==> src/rtl/tmds_par2ser_10to2.sv <==
// 10:2 TMDS gearbox: one-deep buffer + per-lane shift registers; bypass symbol shows bits[1:0] the cycle after the phase-4 edge.
// Backpressure: sym_ready drops on phases 0..3 while the holding buffer is full; starvation inserts IDLE_SYM.
module tmds_par2ser_10to2 #(
  parameter int          CHANNELS = 3,
  parameter logic [9:0]  IDLE_SYM = 10'b1101010100,
  parameter logic [9:0]  CLK_SYM  = 10'b0000011111
) (
  input  logic                    clk,
  input  logic                    rst,
  input  logic                    sym_valid,
  output logic                    sym_ready,
  input  logic [10*CHANNELS-1:0]  sym_data,
  output logic [CHANNELS:0]       dout_h,
  output logic [CHANNELS:0]       dout_l,
  output logic                    dout_oe,
  output logic [2:0]              phase,
  output logic                    underflow,
  input  logic                    underflow_clr
);

  logic [2:0]               phase_q;
  logic                     buf_full;
  logic [10*CHANNELS-1:0]   buf_dat;
  logic [CHANNELS:0][9:0]   shreg;
  logic                     oe_q;
  logic                     uf_q;
  logic                     last;
  logic                     accept;
  logic                     uf_set;

  assign last      = (phase_q == 3'd4);
  assign sym_ready = !buf_full | last;
  assign accept    = sym_valid & sym_ready;
  // An idle slot only counts as underflow once the link is live.
  assign uf_set    = last & !buf_full & !sym_valid & oe_q;

  always_ff @(posedge clk) begin
    if (rst) begin
      phase_q  <= 3'd0;
      buf_full <= 1'b0;
      buf_dat  <= '0;
      oe_q     <= 1'b0;
      uf_q     <= 1'b0;
      for (int n = 0; n < CHANNELS; n++) shreg[n] <= IDLE_SYM;
      shreg[CHANNELS] <= CLK_SYM;
    end else begin
      uf_q <= uf_set | (uf_q & !underflow_clr);
      if (last) begin
        phase_q         <= 3'd0;
        shreg[CHANNELS] <= CLK_SYM;
        if (buf_full) begin
          for (int n = 0; n < CHANNELS; n++) shreg[n] <= buf_dat[10*n +: 10];
          oe_q     <= 1'b1;
          buf_full <= accept;
          if (accept) buf_dat <= sym_data;
        end else if (accept) begin
          for (int n = 0; n < CHANNELS; n++) shreg[n] <= sym_data[10*n +: 10];
          oe_q <= 1'b1;
        end else begin
          for (int n = 0; n < CHANNELS; n++) shreg[n] <= IDLE_SYM;
        end
      end else begin
        phase_q <= phase_q + 3'd1;
        for (int n = 0; n <= CHANNELS; n++) shreg[n] <= shreg[n] >> 2;
        if (accept) begin
          buf_full <= 1'b1;
          buf_dat  <= sym_data;
        end
      end
    end
  end

  for (genvar n = 0; n <= CHANNELS; n++) begin : g_lane
    assign dout_h[n] = shreg[n][0];
    assign dout_l[n] = shreg[n][1];
  end

  assign dout_oe   = oe_q;
  assign phase     = phase_q;
  assign underflow = uf_q;

endmodule

==> config.mk <==
export PLATFORM = sky130hd
export DESIGN_NAME = tmds_par2ser_10to2
export DESIGN_NICKNAME = d
export VERILOG_FILES = /design/src/rtl/tmds_par2ser_10to2.sv
export SDC_FILE = /design/constraint.sdc
export NUM_CORES = 1
export LEC_CHECK = 0
export ABC_AREA = 1
export CAP_MARGIN = 40
export CORE_MARGIN = 3
export CORE_UTILIZATION = 40
export DETAILED_ROUTE_END_ITERATION = 16
export RECOVER_POWER = 50
export SLEW_MARGIN = 25
export SYNTH_ARGS = -nofsm -noshare
export SYNTH_HDL_FRONTEND = slang
export SYNTH_SLANG_ARGS = --single-unit
==> constraint.sdc <==
create_clock -name clk -period 3.7 [get_ports clk]
set_input_delay 0.555 -clock clk [delete_from_list [all_inputs] [get_ports clk]]
set_output_delay 0.555 -clock clk [all_outputs]
set_load 0.05 [all_outputs]
# Word level (Yosys, flattened, before mapping)
# Index checks and enable logic that the tools add are counted.
[op_classes]
bitwise = 7
muxes = 10
n_reduce_logical = 7
eq_ne = 2
add_sub_neg = 1
[op_table]
columns = ["operator", "n"]
rows = [
  ["two-way mux 30 bit", 6],
  ["AND 1 bit", 5],
  ["two-way mux 1 bit", 4],
  ["nonzero test 2 bit", 2],
  ["adder 3 x 1 -> 3 bit (second input constant)", 1],
  ["== test 3 bit (second input constant)", 1],
  ["logical NOT 1 bit", 3],
  ["inequality test 2 bit (second input constant)", 1],
  ["OR 1 bit", 2],
  ["AND reduction 2 bit", 1],
  ["OR reduction 2 bit", 1],
]
[word_totals]
reg_bits = 74
elab_cells = 36
input_bits = 34
out_inout_bits = 14

# Depth between registers and ports, before layout
[logic_depth]
word_depth = 6
depth_mapped = 9
depth_no_buf = 8

# Worst setup path after synthesis
# Ideal clock, no wire load.
[synth_path]
path_kind = "register to register"
startpoint = "register phase_q[0], in the netlist phase[0]"
endpoint = "register buf_dat[20]"
n_path_buf = 1
setup_ns = 0.110
t_required_ns = 3.590
stages_incl_launch_ff = 10
setup_slack_ns = 1.669
arrival_time_ns = 1.921
period_less_slack_ns = 2.031
cell_sequence = "dfxtp_1 inv_1 ha_1 nand2_1 nand2_1 nand3_4 buf_6 nand2_1 inv_1 nor2_1"
[synth_via]
elab_chain_cells = 6
word_cells_on_any_way = 7
cone_classes = "2 x eq/ne; 3 x mux; 2 x bitwise"
[synth_lines]
columns = ["element", "line", "rtl"]
rows = [
  ["start: declaration", "21", "logic [2:0] phase_q;"],
  ["start signal: assignment", "63", "phase_q <= phase_q + 3'd1;"],
  ["== test 3 bit (*)", "31", "assign last = (phase_q == 3'd4);"],
  ["OR 1 bit (*)", "32", "assign sym_ready = !buf_full | last;"],
  ["net sym_ready", "11", "output logic sym_ready,"],
  ["AND 1 bit (*)", "33", "assign accept = sym_valid & sym_ready;"],
  ["two-way mux 30 bit (*)", "--", ""],
  ["two-way mux 30 bit", "--", ""],
  ["two-way mux 30 bit (*)", "48", "if (last) begin"],
  ["end signal: assignment", "55", "if (accept) buf_dat <= sym_data;"],
  ["end signal: assignment", "67", "buf_dat <= sym_data;"],
  ["end: declaration", "23", "logic [10*CHANNELS-1:0] buf_dat;"],
]
# The timed path passes the listed nets; every way through them passes the cells marked *. The select of a mux whose other input is x is not followed.
# A chain may end at the register's enable or synchronous reset.

# Final worst setup path
[layout_path]
startpoint = "register buf_full"
endpoint = "register buf_dat[1]"
[layout_via]
elab_chain_cells = 6
word_cells_on_any_way = 7
cone_classes = "1 x eq/ne; 3 x mux; 2 x bitwise; 1 x reduce/logical"
[layout_lines]
columns = ["element", "line", "rtl"]
rows = [
  ["start: declaration", "22", "logic buf_full;"],
  ["start signal: assignment", "54", "buf_full <= accept;"],
  ["logical NOT 1 bit", "32", ""],
  ["OR 1 bit", "32", ""],
  ["AND 1 bit", "33", ""],
  ["two-way mux 30 bit (3 in a row)", "--", ""],
]
# Several ways; a longest one is shown, not always the timed one. The select of a mux whose other input is x is not followed.

==> impl_results.md <==
- Main combinational cell family by area after synthesis: simple AND/OR/NAND/NOR gates
- Status: finished, final reports clean
- Hold Crit Depth: 1
- Ranking of synthesized cells by area: dfxtp_1, nand2_1, inv_1, nand3_1, nor2_1
- Simple-Gate Fraction of Synth Area: 0.2667
- Crit Path Category: reg2reg
- Post-synthesis mux area share: 0
- Max-cap viol count: 0
- Residual DRC: 0
- Yosys warning total: 0
- Hold Fails Final Rpt: 0
- Post-place setup slack: 1.179 ns
- Min-Delay Startpoint: shreg[33]$_SDFF_PP1_
- P_leak: 1.887 nW
- Distinct cells, synth: 26
- Count of pins over their slew limit: 0
- Final setup TNS: 0 ns
- CP top delay family: simple AND/OR/NAND/NOR gates
- FF-to-FF setup slack: 0.76 ns
- Final net count: 523
- Buffers on Ports: 47
- CTS tree: built
- Clock Path Buffers: 2
- Pwr/cell area: 461.6 nW/um^2
- RSZ-0062 raised after global routing: no
- Clock Latency Late Sink: 0.33 ns
- Worst min path class: reg2reg
- Peak Freq: 339.9 MHz
- DRT iter0 DRCs: 116
- Share of flip-flops with an asynchronous set or reset: 0
- Post-synth EDFFs: 0
- Share of cells above drive strength 1: 0.04675
- Hpwl dp: 4354 um
- Clk slew on worst S/H paths: approximately 0.070 ns
- Synthesized cell area: 3148 sq um
- # IOs: 48
- Final Cycle Share: 0.7952
- Initial Util: 0.4227
- Syn Area/Cell: 6.873 sq um
- CTS H-tree lvls: 3
- Routed wire length: 6982 um
- Placer Congestion: 0.7386
- Layout area overhead: 18.04%
- Top sig layer: met4
- Full die area: 8971 sq um
- Root Driver: clkbuf_8
- Aggregate global-route resource usage: 0.1723
- End point of the critical path: buf_dat[1]$_SDFFE_PP0P_
- CP bufs+invs: 3
- Slew headroom: 0.09490
- Crit-path max FO: 44
- Number of global-route vias before repair: approximately 2600
- TritonCTS Buffers: 9
- Slowest stage delay, CP: 0.97 ns
- Die height: 94.72 um
- Commonest register cell after synthesis: dfxtp_1
- CP Launch Type: flip-flop
- TritonCTS Sinks: 69
- Crit-path slowest cell: nand3_1
- Layout Skew: about 0.011 ns
- Minimum clock period: 2.942 ns
- Via Count: approximately 2700
- Synth Area in XOR/XNOR: 0.002782
- Gr ovfl total: 0
- Top cell type's share of synthesized area: 0.4388
- Reg2reg start: buf_full$_SDFFE_PP0P_
- DR WL/cell: 11.81 um
- Antenna diode count: 0
- Worst-Margin Slew: around 1.4 ns
- Final ANT Viol Nets: 0
- Worst r2r dst: buf_dat[1]$_SDFFE_PP0P_
- Met1 Routed Length: 3453 um
- FP Rows: 31
- Post-CTS Setup Inserts: 0
- Reg2Reg Depth: 7
- Setup ws final: 0.7579 ns
- Crit path depth: 7
- VDD IR max: 0.1797 mV
- Most frequent cells in the layout: inv_1, nand2_1, dfxtp_1, nand3_1, nor2_1
- Setup Viol. Count Final: 0
- Syn Inst Count: 458
- Commonest non-fill, non-tap cell in the layout: inv_1
- Met2 wire len: 3224 um
- DRT Pass-1 Iters: 4
- Area of the core: roughly 7400 sq um
- Via density: roughly 4.6
- Worst Setup SP: buf_full$_SDFFE_PP0P_
- First-pass GRT wire length: 12100 um
- # hold bufs at CTS: 0
- Seq/Total Area, Yosys: 0.4388
- Cell breakdown of the critical path: buf_4 > inv_1 > nand3_1 > nand3_1 > nand2_1 > inv_1 > nor2_1
- Compound-gate portion of the synthesized area: 0.1014
- Die Wd: 94.72 um
- # resized after CTS: 0
- Metal3 WL: approximately 230 um
- FF+latch count, synth: between 60 and 70
- WP data required: 3.97 ns
- Crit. End Element: flip-flop
- Yosys top cell by area: dfxtp_1
- Post-synthesis net count: 494
- Largest net degree at the start of global routing: 45
- Synth Area in Adders: 0.007949
- Initial antenna violation count: 0
- Critical path arrival: 3.21 ns
-- final cells by class --
type / instances / area (sq um)
clock buffers: 13 / 148.9
clock inverters: 3 / 21.27
fillers: 779 / 3731
inverters: 98 / 367.9
multi-input cells: 257 / 1165
flip-flops and latches: 69 / 1381
well taps: 99 / 123.9
repair buffers: 52 / 508.0
-- flip-flops by register name (all words and copies together), names as in the netlist --
signal	count
buf_dat	30
underflow	1
phase	3
buf_full	1
dout_h	4
dout_oe	1
shreg	26
dout_l	3
-- layer usage --
layer,vias up,GRT usage
met1,1212,0.2263
li1,1431,-
met5,-,0
met3,8,0.03267
met2,39,0.2854
met4,0,0.05409
-- logic make-up (layout without fill, tap and decap cells) --
family	count (synthesis)	after routing
buffers and inverters	132	166
AOI/OAI and AO/OA	56	56
DFF	69	69
adders and majority gates	2	2
and+or+nand+nor	198	198
xor gates and xnor gates	1	1
-- how the worst min path moves through the flow --
stage                                       to
after floorplan           shreg[32]$_SDFF_PP1_
after global placement    shreg[32]$_SDFF_PP1_
after detailed placement  shreg[32]$_SDFF_PP1_
after CTS                 shreg[32]$_SDFF_PP1_
after global routing      shreg[32]$_SDFF_PP1_
final                     shreg[32]$_SDFF_PP1_
-- power breakdown --
| part | switching [W] | internal [W] | total (W) |
|---|---|---|---|
| Clock | 0.000276 | 0.000263 | 0.000539 |
| Sequential | 0.0000249 | 0.000810 | 0.000835 |
| Combinational | 0.000213 | 0.000129 | 0.000342 |
| Total | 0.000514 | 0.00120 | 0.00172 |
-- Yosys cell counts (3+ instances only) --
cell / number
nand2_1: 95
inv_1: 94
dfxtp_1: 69
nand3_1: 49
nor2_1: 48
a21oi_1: 22
o21ai_0: 19
buf_2: 11
buf_4: 9
clkbuf_1: 9
o211ai_1: 9
buf_6: 4
inv_2: 3
o21ai_1: 3
-- stage by stage --
stage | cells | total power [W] | hold WS (ns) | util | instance area (sq um)
6_report | 591 | 0.001715 | 0.4168 | 0.4990 | 3716
5_1_grt | 591 | 0.001824 | 0.4395 | 0.4990 | 3716
4_1_cts | 591 | 0.001740 | 0.4251 | 0.5032 | 3747
3_5_place_dp | 575 | 0.001204 | 0.4058 | 0.4803 | 3577
3_3_place_gp | 575 | 0.001197 | 0.3962 | 0.4803 | 3577
2_1_floorplan | 458 | 0.001111 | 0.3925 | - | 3148
-- worst reg2reg max path, delay by kind of cell, from the launching register on --
kind | cells | cell delay [ns]
DFF | 1 | 0.33
and+or+nand+nor | 4 | 1.65
buffers and inverters | 3 | 0.91
(Power assumes the default switching activity.)
